## src/rtl/clock_pkg.sv

```systemverilog
// Shared definitions for the clock divider / frequency meter slice.
//   REFERENCE_CLOCK : default clk_FPGA frequency in Hz
//   freq_state_t    : frequency meter FSM states
//   CeilLog2        : ceil(log2(value)), used to size counters
package clock_pkg;

    localparam int REFERENCE_CLOCK = 50_000_000;

    typedef enum logic [1:0] {
        IDLE    = 2'd0,
        MEASURE = 2'd1,
        DONE    = 2'd2
    } freq_state_t;

    // Smallest width able to hold 0..value-1 (value >= 2).
    function automatic int CeilLog2(input int value);
        int result;
        int remaining;
        result    = 0;
        remaining = value - 1;
        while (remaining > 0) begin
            result    = result + 1;
            remaining = remaining >> 1;
        end
        return result;
    endfunction

endpackage

```

## src/rtl/edge_detector.sv

```systemverilog
// Rising-edge detector for an asynchronous input.
//   clk_FPGA  in  system clock
//   reset     in  synchronous active-high reset, clears synchronizer and history
//   signal_in in  asynchronous square wave
//   rise      out one-cycle pulse per synchronized rising edge
module edge_detector (
    input  logic clk_FPGA,
    input  logic reset,
    input  logic signal_in,
    output logic rise
);

    logic sync_1;
    logic sync_2;
    logic hist;

    always_ff @(posedge clk_FPGA) begin
        if (reset) begin
            sync_1 <= 1'b0;
            sync_2 <= 1'b0;
            hist   <= 1'b0;
        end else begin
            sync_1 <= signal_in;
            sync_2 <= sync_1;
            hist   <= sync_2;
        end
    end

    assign rise = sync_2 & ~hist;

endmodule

```

## src/rtl/frequency_meter.sv

```systemverilog
// Frequency meter: counts rising edges of signal_in over a gate of
// GATE_CYCLES enabled clk_FPGA cycles. With GATE_CYCLES = REFERENCE_CLOCK
// the result is in Hz.
//   clk_FPGA   in  system clock
//   reset      in  synchronous active-high reset (aborts an open gate)
//   enable     in  1: gate and edge counting advance, 0: pause
//   start      in  one-cycle measurement request, ignored while busy
//   signal_in  in  asynchronous signal to measure
//   busy       out gate open (MEASURE or DONE)
//   freq_valid out one-cycle pulse when frequency/overflow are updated
//   frequency  out edges counted in the last completed gate
//   overflow   out last result saturated at all-ones
//
// state   | meaning
// IDLE    | waiting for start with enable high
// MEASURE | gate open, counting enabled cycles and edges
// DONE    | one cycle, result registers show the new value
module frequency_meter #(
    parameter int REFERENCE_CLOCK = clock_pkg::REFERENCE_CLOCK,
    parameter int GATE_CYCLES     = REFERENCE_CLOCK,
    parameter int NBITS_FREQ      = 32,
    parameter int NBITS_GATE      = clock_pkg::CeilLog2(GATE_CYCLES),
    parameter bit CONTINUOUS      = 1'b0
) (
    input  logic                  clk_FPGA,
    input  logic                  reset,
    input  logic                  enable,
    input  logic                  start,
    input  logic                  signal_in,
    output logic                  busy,
    output logic                  freq_valid,
    output logic [NBITS_FREQ-1:0] frequency,
    output logic                  overflow
);

    import clock_pkg::*;

    localparam logic [NBITS_GATE-1:0] GATE_LAST = NBITS_GATE'(GATE_CYCLES - 1);
    localparam logic [NBITS_FREQ-1:0] FREQ_MAX  = '1;

    freq_state_t           state;
    freq_state_t           state_next;
    logic [NBITS_GATE-1:0] gate_cnt;
    logic [NBITS_FREQ-1:0] edge_cnt;
    logic [NBITS_FREQ-1:0] edge_cnt_next;
    logic                  sat;
    logic                  sat_next;
    logic                  rise;
    logic                  counting;
    logic                  gate_last;
    logic                  gate_open;

    edge_detector u_edge_detector (
        .clk_FPGA  (clk_FPGA),
        .reset     (reset),
        .signal_in (signal_in),
        .rise      (rise)
    );

    assign counting  = (state == MEASURE) && enable;
    assign gate_last = counting && (gate_cnt == GATE_LAST);

    // Edge count including this cycle's pulse, so an edge on the final
    // gate cycle still lands in the result.
    always_comb begin
        edge_cnt_next = edge_cnt;
        sat_next      = sat;
        if (counting && rise) begin
            if (edge_cnt == FREQ_MAX) begin
                sat_next = 1'b1;
            end else begin
                edge_cnt_next = edge_cnt + 1'b1;
            end
        end
    end

    always_comb begin
        state_next = state;
        gate_open  = 1'b0;
        case (state)
            IDLE: begin
                if (start && enable) begin
                    state_next = MEASURE;
                    gate_open  = 1'b1;
                end
            end
            MEASURE: begin
                if (gate_last) begin
                    state_next = DONE;
                end
            end
            DONE: begin
                if (CONTINUOUS) begin
                    state_next = MEASURE;
                    gate_open  = 1'b1;
                end else begin
                    state_next = IDLE;
                end
            end
            default: state_next = IDLE;
        endcase
    end

    always_ff @(posedge clk_FPGA) begin
        if (reset) begin
            state <= IDLE;
        end else begin
            state <= state_next;
        end
    end

    always_ff @(posedge clk_FPGA) begin
        if (reset) begin
            gate_cnt   <= '0;
            edge_cnt   <= '0;
            sat        <= 1'b0;
            frequency  <= '0;
            overflow   <= 1'b0;
            freq_valid <= 1'b0;
        end else begin
            freq_valid <= gate_last;
            if (gate_open) begin
                gate_cnt <= '0;
                edge_cnt <= '0;
                sat      <= 1'b0;
            end else if (counting) begin
                gate_cnt <= gate_cnt + 1'b1;
                edge_cnt <= edge_cnt_next;
                sat      <= sat_next;
            end
            if (gate_last) begin
                frequency <= edge_cnt_next;
                overflow  <= sat_next;
            end
        end
    end

    assign busy = (state != IDLE);

endmodule

```

## config.mk

```make
export PLATFORM = sky130hd
export DESIGN_NAME = frequency_meter
export DESIGN_NICKNAME = d
export VERILOG_FILES = /design/src/rtl/clock_pkg.sv /design/src/rtl/edge_detector.sv /design/src/rtl/frequency_meter.sv
export SDC_FILE = /design/constraint.sdc
export NUM_CORES = 1
export LEC_CHECK = 0
export BUFFER_PORTS_ARGS = -buffer_cell sky130_fd_sc_hd__buf_4
export CORE_MARGIN = 10
export CORE_UTILIZATION = 28
export DETAILED_ROUTE_END_ITERATION = 7
export HOLD_SLACK_MARGIN = 0.08
export PLACE_DENSITY = 0.54
export RECOVER_POWER = 100
export SETUP_SLACK_MARGIN = 0.02
export SKIP_LAST_GASP = 1
export SLEW_MARGIN = 20
export SYNTH_ARGS = -nofsm -noshare
export SYNTH_HDL_FRONTEND = slang
export SYNTH_SLANG_ARGS = --single-unit
```

## constraint.sdc

```tcl
create_clock -name clk_FPGA -period 1.9 [get_ports clk_FPGA]
set_input_delay 0.095 -clock clk_FPGA [delete_from_list [all_inputs] [get_ports clk_FPGA]]
set_output_delay 0.095 -clock clk_FPGA [all_outputs]
set_load 0.01 [all_outputs]
```

==> impl_metrics.json, run 1 <==
{
  "viasPerCell": 4.75,
  "core_area_um2": 14500,
  "maxCapViolCount": 0,
  "leakagePower_uw": 0.00202,
  "cp-startpoint": "edge_cnt[11]",
  "initial_core_util": 0.285,
  "skew_ns": 0.00746,
  "hold_viol": 0,
  "grt.total_usage": 0.104,
  "drtPass1Iterations": 4,
  "cts_buffers": 9,
  "antenna_found_initial": 0,
  "layout_min_cycle_time_ns": 1.95,
  "diodes": 0,
  "ys_warn_count": 0,
  "seq_area_um2": 1980,
  "place_congestion": 0.839,
  "wirelength_mm": 10.9,
  "nFillCells": 1439,
  "synth_edf_count": 0,
  "dp_hpwl_mm": 7.40,
  "critPathSlowestCell": "dfxtp_2",
  "post_drt_wl_per_cell_um": 14.4,
  "crit_fanout": 7,
  "area_delta_synth_final_pct": 42.8,
  "path_class": "reg -> reg",
  "required_ns": 2.17,
  "crit_chain": "nand4_1 > buf_4 > nor4_4 > buf_6 > and3_4 > buf_8 > buf_12 > nor2_2 > xnor2_2 > a211oi_1",
  "yosysUniqueCellTypes": 40,
  "die_w_um": 141,
  "worst_slew_pin_slew_ns": 0.439,
  "die_area_um2": 20000,
  "grt_pass1_wl_mm": 17.2,
  "ys_ff_latch": 98,
  "die_y_um": 141,
  "ys_async_sr_fraction": 0,
  "ant_nets": 0,
  "syn-num-nets": 465,
  "synth.cell_area_um2": 4120,
  "setup_slack_ns": -0.0515,
  "post-route-drc-count": 0,
  "cp_data_arrival_time_ns": 2.22,
  "ios": 40,
  "grt_max_degree": 40,
  "p_per_area_nw_per_um2": 705,
  "max_stage_delay_ns": 0.33,
  "clk_latency_ns": 0.36,
  "rsz0062_at_grt": "yes",
  "syn_inst": 458,
  "drive_above_1_share": 0.320,
  "grt_pass1_vias": 3465,
  "p_total_uw": 4150,
  "grt-ovfl-total": 0,
  "max_freq_mhz": 512,
  "drv_slew": 0,
  "htree_num_levels": 3,
  "violations": "negative setup slack",
  "slew_headroom": 0.708,
  "num-nets-final": 574,
  "yosysSeqAreaShare": 0.476,
  "root_buffer": "clkbuf_16",
  "min_from": "reset",
  "vias": 3594,
  "port_buffers": 39,
  "ir_drop_mv": 0.382,
  "cts_tree": "done",
  "setup-violations-final": 6,
  "synth_ff_type": "dfxtp_1",
  "drt_iter0_drc": 210,
  "cts_sinks": 98,
  "setup_tns_ns": -0.166,
  "cts_buffer_depth": 2,
  "crit_path_start_kind": "flop",
  "clkSlewWorstSetupHoldPaths_ns": 0.07,
  "status": "finished, violations left",
  "avgSynthCellArea_um2": 9.00,
  "crit_path_end_kind": "flop",
  "rows": 44,
  "min_period_over_period": 1.03,
  "min_path_type": "in -> reg",
  "multi_input_area_um2": 2480,
  "r2r_start": "edge_cnt[11]"
}
## layout by cell type, fill, tap and decap left out, types with 4 or more instances in the layout
| cell | n |
|---|---|
| nor2_1 | 96 |
| dfxtp_1 | 82 |
| buf_4 | 65 |
| clkbuf_1 | 35 |
| a211oi_1 | 31 |
| nand3_1 | 21 |
| nand2_1 | 19 |
| nand4_1 | 18 |
| dfxtp_2 | 16 |
| xor2_1 | 15 |
| xnor2_1 | 15 |
| xnor2_2 | 11 |
| clkbuf_16 | 11 |
| a21oi_1 | 9 |
| xor2_2 | 8 |
| and3_1 | 6 |
| o21ai_0 | 6 |
| or3_1 | 6 |
| nor2b_1 | 6 |
| nor3_4 | 5 |
| buf_6 | 5 |
| nor2_2 | 4 |
| nor3_1 | 4 |
| inv_1 | 4 |
| nor4_4 | 4 |
| nand4b_1 | 4 |
| nand3_2 | 4 |
| nor4_2 | 4 |
## critical path, delay by kind of cell, from the launching register on
family	cells	cell delay (ns)
buf+inv	4	0.59
simple gates	4	0.58
flops	1	0.33
compound gates	1	0.23
xor+xnor	1	0.13
## repair_timing
action | CTS | global route
gates resized for setup | 25 | 72
gates cloned | 0 | 3
hold endpoints to repair | 2 | 0
pin swaps | 9 | 21
hold buffers | 3 | 0
endpoints found under the setup margin | 34 | 73
setup buffers | 3 | 10
## routing by layer
metal / wire [um] / GRT usage / vias to the layer above
li1: - / - / 1814
met1: 5020 / 0.125 / 1719
met5: 0 / 0 / -
met2: 5360 / 0.170 / 48
met4: 167 / 0.0348 / 0
met3: 363 / 0.0347 / 13
## state kept, by name, summed over array words and instances, names as in the netlist
signal and count:
overflow 1, frequency 32, u_edge_detector.sync_2 1, state 2, freq_valid 1, edge_cnt 32
sat 1, u_edge_detector.hist 1, gate_cnt 26, u_edge_detector.sync_1 1
## cells in the mapped netlist, types with 4 or more instances
cell / count / area share
inv_1: 4 / 0.0036
a211oi_1: 31 / 0.056
nor4_1: 5 / 0.0076
and3_1: 8 / 0.012
nand2_1: 22 / 0.020
clkbuf_1: 11 / 0.010
nand4b_1: 4 / 0.0085
a21oi_1: 10 / 0.012
or3_1: 8 / 0.012
o21ai_0: 6 / 0.0073
nand4_1: 18 / 0.027
nor2_1: 101 / 0.092
nor4_4: 4 / 0.021
nor3_1: 11 / 0.013
xor2_1: 23 / 0.049
xnor2_1: 26 / 0.055
buf_2: 4 / 0.0049
nand3_1: 26 / 0.032
dfxtp_1: 98 / 0.48
buf_4: 4 / 0.0073
nor2b_1: 6 / 0.0091
## path summary, 6_finish.rpt
check | to | slack, ns | cells past startpoint
min | frequency[24] | 0.30 | 3
max reg2reg | frequency[13] | -0.05 | 10
min reg2reg | u_edge_detector.sync_2 | 0.46 | 1
max | frequency[13] | -0.05 | 10
## kinds of logic (layout without fill, tap and decap cells)
family                   Yosys count  after routing  synth area share
multiplexers                       2              2           0.00486
adder cells (fa/ha/maj)            2              2           0.00607
flip-flops                        98             98             0.476
XOR/XNOR                          49             49             0.104
AND/OR/NAND/NOR                  233            233             0.299
AO/OA/AOI/OAI                     51             51            0.0841
buffers and inverters             23            137            0.0258
## per-stage QoR
| step | area [um^2] | utilization | hold WS (ns) | worst slack, ns | instances |
|---|---|---|---|---|---|
| 6_report | 5890 | 0.406 | 0.298 | -0.0515 | 756 |
| 5_1_grt | 5890 | 0.406 | 0.321 | -0.203 | 756 |
| 4_1_cts | 5530 | 0.382 | 0.298 | -0.0189 | 743 |
| 3_5_place_dp | 5040 | 0.348 | 0.323 | -0.0941 | 721 |
| 3_3_place_gp | 5040 | 0.348 | 0.312 | -0.0787 | 721 |
| 2_1_floorplan | 4130 | - | 0.223 | 0.0185 | 458 |
## cell type report
type / count / area share
tap: 184 / 0.0391
sequential: 98 / 0.337
clock inverter: 7 / 0.0172
multi-input combinational: 337 / 0.421
timing repair buffer: 117 / 0.145
inverter: 4 / 0.00255
clock buffer: 9 / 0.0383
## report_power, final
part / internal, uW / switching [uW]
logic: 30.1 / 59.1
registers: 2060 / 3.60
clock network: 1160 / 833
No activity file was read; power rests on OpenSTA's default activity.
==> run 2, diff against run 1 <==
ABC_AREA = 1   (was default)
==> impl_metrics.json, run 2 <==
{
  "status": "completed",
  "yosysUniqueCellTypes": 36,
  "synth_top_area_cell": "dfxtp_1",
  "max_freq_mhz": 569,
  "path_class": "reg -> reg",
  "mostFrequentLayoutCell": "nand2_1",
  "max_stage_delay_ns": 0.39,
  "grt_pass1_wl_mm": 22.6,
  "r2r_end": "frequency[23]",
  "dp_hpwl_mm": 9.70,
  "htree_num_levels": 3,
  "min_to": "frequency[30]",
  "root_buffer": "clkbuf_16",
  "placed_cell_area_um2": 5790,
  "cts_tree": "done",
  "final_cell_mix": "nand2_1, nor2_1, inv_1",
  "synth.cell_area_um2": 5110,
  "syn_inst": 789,
  "grt-ovfl-total": 0,
  "hold_viol": 0,
  "place_congestion": 0.873,
  "synth.area.top_cells": "dfxtp_1, nand2_1, nor2_1, nand3_1, inv_1",
  "reg_top3": "edge_cnt x32, frequency x32, gate_cnt x26",
  "worst_slew_pin_slew_ns": 0.827,
  "layout_min_cycle_time_ns": 1.76,
  "die_area_um2": 24100,
  "wirelength_mm": 13.6,
  "post-route-drc-count": 0,
  "synth_top_area_share": 0.384,
  "post_drt_wl_per_cell_um": 12.5,
  "drive_above_1_share": 0.124,
  "core_area_um2": 18000,
  "num-nets-final": 861,
  "maxCapViolCount": 0,
  "nFillCells": 1968,
  "clk_latency_ns": 0.36,
  "required_ns": 2.15,
  "p_total_uw": 4050,
  "crit_path_start_kind": "flop",
  "place_inst": 1058,
  "die_y_um": 155,
  "min_from": "reset",
  "min_path_type": "in -> reg",
  "drt_iter0_drc": 329,
  "viasPerCell": 4.49,
  "grt_pass1_vias": 4573,
  "cts_sinks": 98,
  "cts_buffers": 9,
  "setup-violations-final": 0,
  "diodes": 0,
  "critPathTopFamily": "simple AND/OR/NAND/NOR gates",
  "ys_ff_latch": 98,
  "multi_input_area_um2": 2710,
  "yosys-top-cells-count": "nand2_1, nor2_1, inv_1",
  "finalNonFillerCells": 1087,
  "yosysMostFrequentCell": "nand2_1",
  "rsz0062_at_grt": "no",
  "port_buffers": 39,
  "yosysSeqAreaShare": 0.384,
  "critPathSlowestCell": "dfxtp_1",
  "ant_nets": 0,
  "vias": 4876,
  "seq_area_um2": 1970,
  "die_w_um": 155,
  "cp.buffers_inverters": 5,
  "crit_path_end_kind": "flop",
  "r2r_start": "gate_cnt[6]",
  "synth_ff_type": "dfxtp_1",
  "ys_async_sr_fraction": 0,
  "area_delta_synth_final_pct": 21.2,
  "slew_headroom": 0.449,
  "cp_data_arrival_time_ns": 2.01,
  "r2r_setup_slack_ns": 0.14,
  "synth_edf_count": 0,
  "cts_buffer_depth": 2,
  "drtPass1Iterations": 4,
  "rows": 49,
  "min_period_over_period": 0.924,
  "ir_drop_mv": 0.411,
  "grt.total_usage": 0.113,
  "ios": 40,
  "crit_fanout": 15,
  "antenna_found_initial": 0,
  "setup_tns_ns": 0,
  "clkSlewWorstSetupHoldPaths_ns": 0.07,
  "timing.hold.ws_ns": 0.112,
  "skew_ns": 0.00815,
  "drv_slew": 0,
  "leakagePower_uw": 0.00240,
  "avgSynthCellArea_um2": 6.48,
  "rr_worst_depth": 10,
  "crit_chain": "inv_1 > nor2_2 > nand4_1 > nor3_4 > buf_12 > buf_4 > buf_12 > nand3_1 > nand2_1 > inv_1",
  "initial_core_util": 0.285,
  "min_delay_path_depth": 4,
  "stdcell_area_um2": 6200,
  "syn-num-nets": 796,
  "ys_warn_count": 0,
  "grt_max_degree": 41,
  "p_per_area_nw_per_um2": 653
}
==> run 2: cell types whose count changed after synthesis, moves of 8 or more <==
cell,delta
nand2_1,+176
inv_1,+97
nand3_1,+52
nor2_1,+44
a21oi_1,+36
a211oi_1,-30
xnor2_1,-24
xor2_1,-17
nand3b_1,+8
o21ai_0,+8
or3_1,-8
==> run 2: power by group <==
part           switching [uW]  total, uW  leakage, uW  internal, uW
Clock                     826       1890     0.000150          1060
Combinational            67.2       96.1      0.00145          28.9
Sequential               4.40       2060     0.000794          2060
==> run 2: layout make-up <==
type                            count  area share
Clock buffer                       10      0.0386
Clock inverter                      5      0.0103
Inverter                          102      0.0618
Multi-Input combinational cell    565       0.437
Sequential cell                    98       0.318
Tap cell                          229      0.0462
Timing Repair Buffer               78      0.0874
==> run 2: cell families (layout without fill, tap and decap cells) <==
kind of cell    count (synthesis)  in the layout  share of synthesized area
compound gates                 65             65                     0.0663
simple gates                  489            490                      0.427
flops                          98             98                      0.384
xor+xnor                        8              8                     0.0137
buf+inv                       127            195                      0.105
fa+ha+maj                       2              2                    0.00489
==> run 2: worst min-delay path: cells and delay by family <==
family,cells,cell delay (ns)
buffers and inverters,2,0.18
AO/OA/AOI/OAI,2,0.14
==> run 2: how the worst max path moves through the flow <==
stage,start,endpoint,slack (ns),depth (start not counted)
after floorplan,edge_cnt[0],frequency[19],0.21,11
after global placement,gate_cnt[0],frequency[23],0.07,9
after detailed placement,gate_cnt[0],frequency[23],0.02,9
after CTS,gate_cnt[0],frequency[27],0.03,11
after global routing,gate_cnt[9],frequency[30],0.0006,9
final,gate_cnt[6],frequency[23],0.14,10
==> run 2: layer usage <==
metal | share of wire | routed length [um] | vias up | track usage
li1 | - | - | 2621 | -
met1 | 0.51 | 6910 | 2179 | 0.154
met5 | 0 | 0 | - | 0
met3 | 0.041 | 555 | 11 | 0.0259
met2 | 0.44 | 5900 | 65 | 0.168
met4 | 0.015 | 197 | 0 | 0.0405
==> run 2: timing repair <==
item | 4_1_cts | 5_1_grt
cloned | 1 | 1
setup endpoints to repair | 6 | 60
hold buffers | 3 | 0
setup buffers | 2 | 7
endpoints found under the hold margin | 2 | 0
pin swaps | 2 | 10
resized for setup | 0 | 34
==> run 2: metrics by stage <==
step                 util  setup slack, ns
floorplan               -            0.208
global placement    0.322           0.0705
detailed placement  0.322           0.0216
CTS                 0.344           0.0312
global route        0.345         0.000581
finish              0.345            0.144
